File: src/rtl/frame_sequencer_pkg.sv
`default_nettype none
// +----------------------------------------------------------------------+
// | Module : frame_sequencer_pkg                                         |
// | Brief  : Shared types and defaults for the denoise frame sequencer:  |
// |          sequencer state encoding and default frame geometry.        |
// | Rev    : 1.0  initial release                                        |
// +----------------------------------------------------------------------+
package frame_sequencer_pkg;

  typedef enum logic [1:0] {
    SEQ_IDLE   = 2'd0,
    SEQ_ACCEPT = 2'd1,
    SEQ_DRAIN  = 2'd2,
    SEQ_DONE   = 2'd3
  } seq_state_t;

  localparam int DEF_WIDTH         = 64;
  localparam int DEF_HEIGHT        = 64;
  localparam int DEF_DRAIN_TIMEOUT = 1024;

endpackage
`default_nettype wire

File: src/rtl/frame_sequencer_if.sv
`default_nettype none
// +----------------------------------------------------------------------+
// | Module : frame_sequencer_if                                          |
// | Brief  : Handshake and status bundle around the frame sequencer.     |
// |          master : environment (converter, control unit, filter, top) |
// |          slave  : frame_sequencer                                    |
// |   start/pix_valid/cu_ready/flt_valid/flt_ready  master -> slave      |
// |   pix_ready/cu_valid/in_row/in_col/out_count,                        |
// |   busy/frame_done/overrun/timeout               slave  -> master     |
// | Rev    : 1.0  initial release                                        |
// +----------------------------------------------------------------------+
interface frame_sequencer_if;
  logic        start;
  logic        pix_valid;
  logic        pix_ready;
  logic        cu_valid;
  logic        cu_ready;
  logic        flt_valid;
  logic        flt_ready;
  logic [15:0] in_row;
  logic [15:0] in_col;
  logic [31:0] out_count;
  logic        busy;
  logic        frame_done;
  logic        overrun;
  logic        timeout;

  modport master (
    output start, pix_valid, cu_ready, flt_valid, flt_ready,
    input  pix_ready, cu_valid, in_row, in_col, out_count,
           busy, frame_done, overrun, timeout
  );

  modport slave (
    input  start, pix_valid, cu_ready, flt_valid, flt_ready,
    output pix_ready, cu_valid, in_row, in_col, out_count,
           busy, frame_done, overrun, timeout
  );
endinterface
`default_nettype wire

File: src/rtl/frame_sequencer_raster_counter.sv
`default_nettype none
// +----------------------------------------------------------------------+
// | Module : raster_counter                                              |
// | Brief  : Row/column raster position counter for one frame.           |
// |   clk, resetn : clock, async active-low reset                        |
// |   inc         : advance one pixel (held once the last pixel is hit)  |
// |   clr         : return to row 0, col 0 (wins over inc)               |
// |   row, col    : current position                                     |
// |   last        : position is the final pixel of the frame             |
// | Rev    : 1.0  initial release                                        |
// +----------------------------------------------------------------------+
module raster_counter #(
  parameter int WIDTH  = 64,
  parameter int HEIGHT = 64
) (
  input  wire logic        clk,
  input  wire logic        resetn,
  input  wire logic        inc,
  input  wire logic        clr,
  output logic [15:0]      row,
  output logic [15:0]      col,
  output logic             last
);

  localparam logic [15:0] c_last_col = 16'(WIDTH - 1);
  localparam logic [15:0] c_last_row = 16'(HEIGHT - 1);

  logic [15:0] r_row;
  logic [15:0] r_col;
  logic        w_last;

  assign w_last = (r_row == c_last_row) && (r_col == c_last_col);

  always_ff @(posedge clk or negedge resetn) begin
    if (!resetn) begin
      r_row <= '0;
      r_col <= '0;
    end else if (clr) begin
      r_row <= '0;
      r_col <= '0;
    end else if (inc && !w_last) begin
      // The final position is held so the frame end stays visible
      if (r_col == c_last_col) begin
        r_col <= '0;
        r_row <= r_row + 16'd1;
      end else begin
        r_col <= r_col + 16'd1;
      end
    end
  end

  assign row  = r_row;
  assign col  = r_col;
  assign last = w_last;

endmodule
`default_nettype wire

File: src/rtl/frame_sequencer.sv
`default_nettype none
// +----------------------------------------------------------------------+
// | Module : frame_sequencer                                             |
// | Brief  : Frame-level scheduler for the denoise pipeline. Gates the   |
// |          pixel stream into the control unit, tracks input raster     |
// |          position, counts filtered output pixels and signals frame   |
// |          completion, over-delivery and drain stalls.                 |
// |   clk    : rising-edge clock                                         |
// |   resetn : asynchronous active-low reset                             |
// |   bus    : frame_sequencer_if.slave (handshakes + status)            |
// | Rev    : 1.0  initial release                                        |
// +----------------------------------------------------------------------+
module frame_sequencer
  import frame_sequencer_pkg::*;
#(
  parameter int WIDTH         = DEF_WIDTH,
  parameter int HEIGHT        = DEF_HEIGHT,
  parameter int DRAIN_TIMEOUT = DEF_DRAIN_TIMEOUT
) (
  input  wire logic         clk,
  input  wire logic         resetn,
  frame_sequencer_if.slave  bus
);

  localparam logic [31:0] c_total   = 32'(WIDTH * HEIGHT);
  localparam logic [31:0] c_timeout = 32'(DRAIN_TIMEOUT);

  seq_state_t  r_state;
  seq_state_t  w_next;

  logic [31:0] r_out_count;
  logic [31:0] r_idle;
  logic        r_frame_done;
  logic        r_overrun;
  logic        r_timeout;

  logic        w_accept;
  logic        w_drain;
  logic        w_counting;
  logic        w_start_ok;
  logic        w_pix_ready;
  logic        w_in_beat;
  logic        w_out_beat;
  logic        w_full;
  logic        w_drain_full;
  logic        w_idle_exp;
  logic        w_last;
  logic [15:0] w_row;
  logic [15:0] w_col;

  assign w_accept    = (r_state == SEQ_ACCEPT);
  assign w_drain     = (r_state == SEQ_DRAIN);
  assign w_counting  = w_accept || w_drain;
  assign w_start_ok  = bus.start && ((r_state == SEQ_IDLE) || (r_state == SEQ_DONE));
  assign w_pix_ready = bus.cu_ready && w_accept;
  assign w_in_beat   = bus.pix_valid && w_pix_ready;
  assign w_out_beat  = bus.flt_valid && bus.flt_ready;
  assign w_full      = (r_out_count == c_total);
  // The filter may already have finished during ACCEPT, so DRAIN can exit
  // on an already-full count as well as on the completing beat.
  assign w_drain_full = w_full || (w_out_beat && (r_out_count == c_total - 32'd1));
  assign w_idle_exp   = !w_out_beat && ((r_idle + 32'd1) == c_timeout);

  raster_counter #(
    .WIDTH  (WIDTH),
    .HEIGHT (HEIGHT)
  ) u_in_raster (
    .clk    (clk),
    .resetn (resetn),
    .inc    (w_in_beat),
    .clr    (w_start_ok),
    .row    (w_row),
    .col    (w_col),
    .last   (w_last)
  );

  always_ff @(posedge clk or negedge resetn) begin
    if (!resetn) r_state <= SEQ_IDLE;
    else         r_state <= w_next;
  end

  always_comb begin
    w_next = r_state;
    unique case (r_state)
      SEQ_IDLE:   if (w_start_ok) w_next = SEQ_ACCEPT;
      SEQ_ACCEPT: if (w_in_beat && w_last) w_next = SEQ_DRAIN;
      SEQ_DRAIN:  if (w_drain_full || w_idle_exp) w_next = SEQ_DONE;
      SEQ_DONE:   if (w_start_ok) w_next = SEQ_ACCEPT;
      default:    w_next = SEQ_IDLE;
    endcase
  end

  always_ff @(posedge clk or negedge resetn) begin
    if (!resetn) begin
      r_out_count  <= '0;
      r_idle       <= '0;
      r_frame_done <= 1'b0;
      r_overrun    <= 1'b0;
      r_timeout    <= 1'b0;
    end else begin
      r_frame_done <= (w_next == SEQ_DONE) && (r_state != SEQ_DONE);
      if (w_start_ok) begin
        // Restart wins over any same-cycle output beat
        r_out_count <= '0;
        r_idle      <= '0;
        r_overrun   <= 1'b0;
        r_timeout   <= 1'b0;
      end else begin
        if (w_counting && w_out_beat) begin
          if (w_full) r_overrun   <= 1'b1;
          else        r_out_count <= r_out_count + 32'd1;
        end
        if ((r_state == SEQ_DRAIN || r_state == SEQ_DONE) && bus.pix_valid)
          r_overrun <= 1'b1;
        if (w_drain) begin
          r_idle <= w_out_beat ? 32'd0 : r_idle + 32'd1;
          if (!w_drain_full && w_idle_exp) r_timeout <= 1'b1;
        end else begin
          r_idle <= '0;
        end
      end
    end
  end

  assign bus.pix_ready  = w_pix_ready;
  assign bus.cu_valid   = bus.pix_valid && w_accept;
  assign bus.in_row     = w_row;
  assign bus.in_col     = w_col;
  assign bus.out_count  = r_out_count;
  assign bus.busy       = w_counting;
  assign bus.frame_done = r_frame_done;
  assign bus.overrun    = r_overrun;
  assign bus.timeout    = r_timeout;

endmodule
`default_nettype wire

File: src/flat_wrapper.sv
// flat-port wrapper written by rule: the top's interface ports become plain ports
module frame_sequencer_flat import frame_sequencer_pkg::*;
#(
  parameter int WIDTH         = DEF_WIDTH,
  parameter int HEIGHT        = DEF_HEIGHT,
  parameter int DRAIN_TIMEOUT = DEF_DRAIN_TIMEOUT
)
  (clk, resetn, bus_start, bus_pix_valid, bus_cu_ready, bus_flt_valid, bus_flt_ready, bus_pix_ready, bus_cu_valid, bus_in_row, bus_in_col, bus_out_count, bus_busy, bus_frame_done, bus_overrun, bus_timeout);
  frame_sequencer_if bus_i ();
  input  wire logic clk;
  input  wire logic resetn;
  input wire logic [$bits(bus_i.start)-1:0] bus_start;
  input wire logic [$bits(bus_i.pix_valid)-1:0] bus_pix_valid;
  input wire logic [$bits(bus_i.cu_ready)-1:0] bus_cu_ready;
  input wire logic [$bits(bus_i.flt_valid)-1:0] bus_flt_valid;
  input wire logic [$bits(bus_i.flt_ready)-1:0] bus_flt_ready;
  output wire logic [$bits(bus_i.pix_ready)-1:0] bus_pix_ready;
  output wire logic [$bits(bus_i.cu_valid)-1:0] bus_cu_valid;
  output wire logic [$bits(bus_i.in_row)-1:0] bus_in_row;
  output wire logic [$bits(bus_i.in_col)-1:0] bus_in_col;
  output wire logic [$bits(bus_i.out_count)-1:0] bus_out_count;
  output wire logic [$bits(bus_i.busy)-1:0] bus_busy;
  output wire logic [$bits(bus_i.frame_done)-1:0] bus_frame_done;
  output wire logic [$bits(bus_i.overrun)-1:0] bus_overrun;
  output wire logic [$bits(bus_i.timeout)-1:0] bus_timeout;
  assign bus_i.start = bus_start;
  assign bus_i.pix_valid = bus_pix_valid;
  assign bus_i.cu_ready = bus_cu_ready;
  assign bus_i.flt_valid = bus_flt_valid;
  assign bus_i.flt_ready = bus_flt_ready;
  assign bus_pix_ready = bus_i.pix_ready;
  assign bus_cu_valid = bus_i.cu_valid;
  assign bus_in_row = bus_i.in_row;
  assign bus_in_col = bus_i.in_col;
  assign bus_out_count = bus_i.out_count;
  assign bus_busy = bus_i.busy;
  assign bus_frame_done = bus_i.frame_done;
  assign bus_overrun = bus_i.overrun;
  assign bus_timeout = bus_i.timeout;
  frame_sequencer #(.WIDTH(WIDTH), .HEIGHT(HEIGHT), .DRAIN_TIMEOUT(DRAIN_TIMEOUT)) u_core (.clk(clk), .resetn(resetn), .bus(bus_i));
endmodule
File: config.mk
export PLATFORM = sky130hd
export DESIGN_NAME = frame_sequencer_flat
export DESIGN_NICKNAME = d
export VERILOG_FILES = /design/src/rtl/frame_sequencer_pkg.sv /design/src/rtl/frame_sequencer_if.sv /design/src/rtl/frame_sequencer_raster_counter.sv /design/src/rtl/frame_sequencer.sv /design/src/flat_wrapper.sv
export SDC_FILE = /design/constraint.sdc
export NUM_CORES = 1
export LEC_CHECK = 0
export CAP_MARGIN = 5
export CORE_MARGIN = 2
export CORE_UTILIZATION = 60
export DETAILED_ROUTE_END_ITERATION = 8
export PLACE_DENSITY = 0.86
export SLEW_MARGIN = 20
export SYNTH_ARGS = -nofsm -noshare
export SYNTH_HDL_FRONTEND = slang
export SYNTH_SLANG_ARGS = --single-unit
File: constraint.sdc
create_clock -name clk -period 7.2 [get_ports clk]
set_input_delay 1.44 -clock clk [delete_from_list [all_inputs] [get_ports clk]]
set_output_delay 1.44 -clock clk [all_outputs]
set_load 0.005 [all_outputs]
==> results of run 1 <==
==> Yosys cell counts, drive strengths merged, types with 3 or more instances <==
master | instances | area, um2
a21oi | 17 | 85.08
a311oi | 3 | 26.28
and2 | 5 | 31.28
and3 | 14 | 87.58
and4 | 7 | 62.56
buf | 6 | 28.77
clkbuf | 20 | 75.07
dfrtp | 101 | 2527
ha | 9 | 112.6
inv | 19 | 71.32
nand2 | 48 | 180.2
nand2b | 3 | 18.77
nand3 | 32 | 165.2
nand4 | 32 | 215.2
nor2 | 114 | 427.9
nor3 | 23 | 115.1
nor3b | 4 | 30.03
nor4 | 33 | 206.5
nor4b | 3 | 26.28
o21ai | 16 | 80.07
o31ai | 5 | 42.54
o41ai | 3 | 26.28
or3 | 8 | 50.05
or4 | 7 | 60.06
xnor2 | 53 | 464.2
xor2 | 25 | 219.0
==> logic make-up (layout without fill, tap and decap cells) <==
group,count (synthesis),count (layout)
buffers and inverters,45,115
adder cells (fa/ha/maj),9,9
AND/OR/NAND/NOR,339,339
flip-flops,101,101
multiplexers,4,4
XOR/XNOR,78,78
AO/OA/AOI/OAI,64,64
==> final timing paths <==
path,start,endpoint,depth (start not counted)
max,bus_flt_valid,u_core.bus.out_count[20],7
min,u_core.r_idle[0],u_core.r_idle[0],1
max reg2reg,u_core.bus.out_count[0],u_core.bus.out_count[20],9
min reg2reg,u_core.r_idle[0],u_core.r_idle[0],1
max in group asynchronous,resetn,u_core.u_in_raster.col[10],2
min in group asynchronous,resetn,u_core.bus.out_count[20],1
==> where the power goes <==
group / switching (mW) / total (mW) / leakage [nW] / internal (mW)
Clock: 0.216 / 0.383 / 0.106 / 0.166
Sequential: 0.0466 / 0.644 / 1.37 / 0.597
Combinational: 0.0736 / 0.164 / 1.16 / 0.0907
==> flip-flops by register name (all words and copies together), names as in the netlist <==
name	flops
u_core.u_in_raster.row	16
u_core.r_state	2
u_core.bus.frame_done	1
u_core.r_idle	32
u_core.bus.overrun	1
u_core.bus.out_count	32
u_core.bus.timeout	1
u_core.u_in_raster.col	16
==> per-layer routing <==
| layer | share of wire, % | vias up | routed length (um) |
|---|---|---|---|
| met5 | 0 | - | 0 |
| met4 | 1.8 | 0 | 241 |
| met3 | 5.1 | 24 | 695 |
| met2 | 49 | 185 | 6753 |
| met1 | 44 | 2462 | 6064 |
| li1 | - | 2402 | - |
==> cell type report <==
cell class | count | area [um2]
Timing Repair Buffer | 80 | 788.3
Tap cell | 129 | 161.4
Inverter | 19 | 71.32
Sequential cell | 101 | 2527
Multi-Input combinational cell | 494 | 3017
Fill cell | 696 | 2470
Clock buffer | 9 | 123.9
Clock inverter | 7 | 81.33
==> stage by stage <==
step / setup WS, ns / cell area, um2 / util [%] / hold WS [ns] / power, mW
3_5_place_dp: 2.720 / 6559 / 70.98 / 0.5020 / 0.8174
4_1_cts: 3.097 / 6764 / 73.20 / 0.5195 / 1.196
3_3_place_gp: 2.999 / 6559 / 70.98 / 0.4994 / 0.8108
5_1_grt: 2.780 / 6770 / 73.27 / 0.5411 / 1.244
2_1_floorplan: 3.865 / 5705 / - / 0.4685 / 0.7160
6_report: 3.000 / 6770 / 73.27 / 0.5225 / 1.190
==> results list, run 1 <==
- Run status: finished clean
- Excluding fillers, the count of instances in the completed layout stands at between 800 and 900.
* Diodes inserted: 0
* Number of detailed-routing iterations run before antenna repair: 5
- The die covers between 0.01 and 0.015 mm2.
* Maximum achievable frequency: around 240 MHz
- Combinational family with the most area after synthesis: simple AND/OR/NAND/NOR gates
- Sort of element at the start of the critical path: primary input
* Syn_nets: between 600 and 700
* Worst slew margin relative to its limit: about a third
- In this run the worst hold path is classified as flip-flop to flip-flop.
- Final critical-path required period: between 4 and 5 ns
- Count of hold-fix buffers inserted at cts: 0
- The initial antenna violation count came to 0.
* Clk_skew: 0.01287 ns
- Max-cap violation count: 0
- IR analysis of the VDD net gives a maximum drop of 0.1163 mV.
- Synthesized area per cell: just under 9 um2
- The via count of the first global-routing pass came to 4895.
- Measured slew at the worst slew-check pin: approximately 1 ns
- Placeable core region: around 0.0092 mm2
- Of the total synthesized cell area, the portion taken by AND, OR, NAND and NOR gates is a little under a third.
* Remaining global-route overflow: 0
* Yosys warnings: 0
- Global routing consumed, over all layers together, between 20% and 30% of the routing resources.
- Counting both buffers and inverters, the worst setup path holds a total of 1.
- Total via count after detailed routing: between 5000 and 6000
- After detailed routing, the number of vias per cell comes to approximately 6.0.
* Global-route wire length before repair: ~23000 um
- In this run the vertical extent of the chip is 101.5 um.
- The worst setup path is captured at a flip-flop.
- The die is approximately 100 um wide.
- Netlist area before placement: 0.005705 mm2
* Reg-to-reg slack, setup: approximately 3.7 ns
* Share of flip-flops with an asynchronous set or reset after synthesis: 100.0%
- The clock net in this run drives a total of between 100 and 150 sinks.
- Global routing consumed, on the met1 layer, just under 40% of the routing resources.
* Maximum number of pins on one net before global-route repair: between 70 and 80
- Most frequent standard cell in the layout excluding fill and tap cells: sky130_fd_sc_hd__nor2_1
- In the final routed layout, each cell accounts on average for 16.39 um.
- Category of the most critical setup path: primary input to flip-flop
- 77 I/O pins were placed.
- Compound-gate portion of the synthesized area: 7.697%
* Crit-path leading delay family: simple AND/OR/NAND/NOR gates
- The netlist uses 57 different library cells.
* Sequential share of the synthesized area: ~44%
- After synthesis, the share of cell area in mux cells is 0.7456%.
- In this run the worst path has a maximum fanout of 14.
* Clock network latency to the later pin of the worst-skew pair: roughly 0.38 ns
* Bufs on Longest Clock Path: 2
* Total negative slack for setup checks: 0 ns
- The net count of the finished layout is 721.
- TritonCTS built the clock tree.
* Post-CTS setup buffers: 0
- CTS Root Buffer Type: sky130_fd_sc_hd__clkbuf_8
* Placed insts: 823
- Power density normalized to cell area: ~180 mW/mm2
* Initial standard-cell utilization of the core: just over 60%
- Global-route track usage on met2: 45.65%
- Port buffer count: 76
- Of the total synthesized cell area, the portion taken by XOR and XNOR cells is 11.97%.
* Worst Path Required: about 7.4 ns
* Number of hold violations in the final report: 0
- Top Usage Layer GRT: met2
* Period Utilization, post-route: 58.33%
- For this design, the slowest cell found on the critical path is sky130_fd_sc_hd__a311oi_1.
- Cell count after synthesis: 640
* Crit-path max cell delay: around 0.84 ns
* Number of nets with antenna violations after routing: 0
* Sequence of cells on the critical path: clkdlybuf4s50_1 -> nand2_1 -> a311oi_1 -> nand3_1 -> nor4_1 -> xnor2_1 -> nor2_1
- The initialized floorplan defines 35 standard-cell rows.
- Data on the critical path arrives at its endpoint at ~4.4 ns.
- Static leakage: about 2.6 nW
- The detailed router finished its first iteration with around 320 violations.
* Aggregate routed wire length: about 14000 um
- Area delta synth->final: 18.66%
- Final setup violation count: 0
- Summing the areas of all fa, ha and maj instances in the mapped netlist gives under 10% of the synthesized area.
- Post-cts repair resize count: 0
- Yosys reg bits: 101
* Ratio of cells with drive above 1 in the final layout: between 4 and 5%
- The number of pins with negative max-slew slack in the final report was 0.
* HPWL Detailed: a little under 10000 um
- Clock input transition at the sequential cells of the worst setup and hold paths: about 0.11 ns
- Setup repair after global routing missed its margin: no
* Number of levels the H-tree was split into: 3
- Yosys mapped a number of flops with a built-in enable equal to 0.
* Flip-flop cell with the highest count after synthesis: sky130_fd_sc_hd__dfrtp_1
* Number of buffers added by the clock tree synthesis step: 9
- Met3 track demand over resource: 4.348%
* Weighted congestion at the end of routability-driven global placement: a little over 0.9
* DRC Markers: 0
- Commonest cells after routing, fill and taps aside: sky130_fd_sc_hd__nor2_1 (113), sky130_fd_sc_hd__dfrtp_1 (101), sky130_fd_sc_hd__clkdlybuf4s50_1 (75), sky130_fd_sc_hd__xnor2_1 (53), sky130_fd_sc_hd__nand2_1 (48)
(Power assumes the default switching activity.)
==> run 2: changes to the inputs <==
--- a/config.mk
+++ b/config.mk
@@ -7,9 +7,9 @@
 export LEC_CHECK = 0
 export CAP_MARGIN = 5
 export CORE_MARGIN = 2
-export CORE_UTILIZATION = 60
+export CORE_UTILIZATION = 56
 export DETAILED_ROUTE_END_ITERATION = 8
-export PLACE_DENSITY = 0.86
+export PLACE_DENSITY = 0.81
 export SLEW_MARGIN = 20
 export SYNTH_ARGS = -nofsm -noshare
 export SYNTH_HDL_FRONTEND = slang
==> constraint.sdc (replaced) <==
create_clock -name clk -period 4.3 [get_ports clk]
set_input_delay 0.86 -clock clk [delete_from_list [all_inputs] [get_ports clk]]
set_output_delay 0.86 -clock clk [all_outputs]
set_load 0.005 [all_outputs]
==> run 2 against run 1 <==
  * Total power is 62% higher
  * Die area is 6.9% higher
  * Largest power group unchanged
  * Highest routed layer unchanged
  * Critical endpoint is now u_core.r_state[0]
  * First-iteration DRC count is 1.3% lower
  * Wire length is 0.51% lower
==> results list, run 2 (same netlist as run 1, synthesis figures left out) <==
- The flow ran to the end, and the final reports show no timing, DRC or antenna violations.
- In this run, post-CTS hold repair placed 0 buffers.
- 0 antenna diodes ended up in the layout.
* Area delta synth->final: 18.66%
- In the final routed layout, each cell accounts on average for ~16 um.
* Aggregate routed wire length: around 14000 um
- Registers take approximately 0.0025 mm2.
- CTS built an H-tree with a depth of 3.
- Global-route wire length before repair: approximately 23000 um
- The tightest hold path in the finished design has a slack of 0.5087 ns.
- Cell repeated most along the worst path: sky130_fd_sc_hd__or4_4
- Maximum number of pins on one net before global-route repair: between 60 and 70
- Kind of end point of the critical path: flip-flop
* Clock input transition at the sequential cells of the worst setup and hold paths: approximately 0.10 ns
- Crit-path leading delay family: simple AND/OR/NAND/NOR gates
* Fin nets: just over 700
- The worst setup path is launched from a flip-flop.
- STA puts the critical path data arrival time at around 3.7 ns.
- Final std cell area, no fill: a little under 0.007 mm2
* Post-CTS setup buffers: 0
* Post-layout power: around 1.9 mW
* Antenna violations before repair: 0
- Remaining global-route overflow: 0
- Clock Sink Count: around 100
- Setup violations remaining at the end of the flow were counted as 0.
* Worst VDD drop: approximately 0.22 mV
- Before CTS, the worst setup slack after placement is a little over 0.9 ns.
- Gates resized during post-CTS repair numbered 0.
- For this design the static power due to leakage is 2.648 nW.
- In the final layout, the multi-input gates occupy between 0.003 and 0.004 mm2.
* Number of hold violations in the final report: 0
- The tree is rooted in a sky130_fd_sc_hd__clkbuf_8.
- Filler cells: between 700 and 800
* PnR worst setup slack: between 0.8 and 0.9 ns
* Crit-path max cell delay: ~0.7 ns
* Maximum achievable frequency: between 200 and 300 MHz
* Io pins: a little under 80
* HPWL Detailed: ~9600 um
- Measured slew at the worst slew-check pin: between 0.8 and 0.9 ns
- Total global-route track usage: ~26%
* Commonest cells after routing, fill and taps aside: sky130_fd_sc_hd__nor2_1 (113), sky130_fd_sc_hd__dfrtp_1 (101), sky130_fd_sc_hd__clkdlybuf4s50_1 (75), sky130_fd_sc_hd__xnor2_1 (53), sky130_fd_sc_hd__nand2_1 (48)
- Placed insts: 830
- For the final routed database, the setup TNS stands at 0 ns.
- Routability-driven placement finished with a final weighted congestion of about 0.9.
- Num rows: 36
- Power density normalized to cell area: around 290 mW/mm2
* Category of the most critical setup path: flip-flop to flip-flop
* Number of detailed-routing iterations run before antenna repair: 6
* Max-cap violation count: 0
- Port buffer count: 76
- Counting both buffers and inverters, the worst setup path holds a total of 0.
- Die outline width: approximately 100 um
- Clk_skew: about 0.0098 ns
- No sink is reached through more buffers than the 2 on the longest clock path.
- The slowest stage of the critical path belongs to the cell sky130_fd_sc_hd__or4_1.
- Die Outline Area: roughly 0.011 mm2
- The min-delay analysis places its worst path in the category flip-flop to flip-flop.
- Number of nets with antenna violations after routing: 0
* Placeable core region: roughly 0.01 mm2
- The floorplan step set the die height to around 100 um.
* Worst slew margin relative to its limit: about 45%
- Final critical-path required period: between 3 and 4 ns
- Number of global-route vias before repair: around 5000
- Number of max-slew violations in the final report: 0
- The first routing iteration left approximately 310 violations.
- Cells with a size suffix above 1 make up 5.056% of the layout.
- The initial utilization of the core area, before any placement, comes to between 50% and 60%.
* DRC Markers: 0
- Area after DPL: 0.006586 mm2
- Top fanout value on the critical path: 8
- Vias per std cell: between 6 and 7
* Share of the core filled with cells in the final layout: ~70%
- In this run, CTS created clock tree buffers numbering 9.
* Clock network latency to the later pin of the worst-skew pair: between 0.3 and 0.4 ns
- Worst Path Required: roughly 4.6 ns
* Clock tree from TritonCTS: yes
- Setup repair after global routing missed its margin: no
- Sequence of cells on the critical path: ha_1 -> nand4_4 -> or4_1 -> or4_4 -> a221oi_2 -> nand4_1 -> or4_4 -> a22oi_2
- Of the available clock period, the critical path in the final layout requires 79.44%.
* Final instance count without filler cells: around 850
- The routed layout has approximately 5200 vias.
- Most frequent standard cell in the layout excluding fill and tap cells: sky130_fd_sc_hd__nor2_1
[run 2: where the power goes]
group,switching [mW],internal [mW],leakage (nW),total [mW]
combinational,0.124,0.153,1.18,0.277
sequential,0.0789,0.999,1.37,1.08
clock,0.321,0.256,0.0986,0.576
[run 2: path summary, 6_finish.rpt]
| kind | end | slack [ns] | from | depth (start not counted) |
|---|---|---|---|---|
| min in group asynchronous | u_core.bus.out_count[21] | 0.56 | resetn | 1 |
| min | u_core.r_idle[0] | 0.51 | u_core.r_idle[0] | 1 |
| max | u_core.r_state[0] | 0.88 | u_core.r_idle[0] | 8 |
| min reg2reg | u_core.r_idle[0] | 0.51 | u_core.r_idle[0] | 1 |
| max reg2reg | u_core.r_state[0] | 0.88 | u_core.r_idle[0] | 8 |
| max in group asynchronous | u_core.r_idle[19] | 2.94 | resetn | 2 |
[run 2: cell type report]
| type | instances | area share, % |
|---|---|---|
| Sequential cell | 101 | 37.33 |
| Clock inverter | 3 | 0.2772 |
| Multi-Input combinational cell | 494 | 44.47 |
| Tap cell | 133 | 2.458 |
| Clock buffer | 12 | 2.439 |
| Inverter | 19 | 1.053 |
| Timing Repair Buffer | 83 | 11.98 |
[run 2: worst reg2reg max path: cells and delay by family (launching register included)]
kind                     cells  cell delay, ns
AND/OR/NAND/NOR              5            2.14
AO/OA/AOI/OAI                2            0.43
flip-flops                   1            0.41
adder cells (fa/ha/maj)      1            0.35
[run 2: metal layers]
layer / vias up / wire length, um / global-route usage [%]
met3: 49 / 792 / 3.743
met5: - / 0 / 0
met2: 245 / 6514 / 41.65
met1: 2460 / 5968 / 34.88
met4: 0 / 410 / 11.71
li1: 2397 / - / -
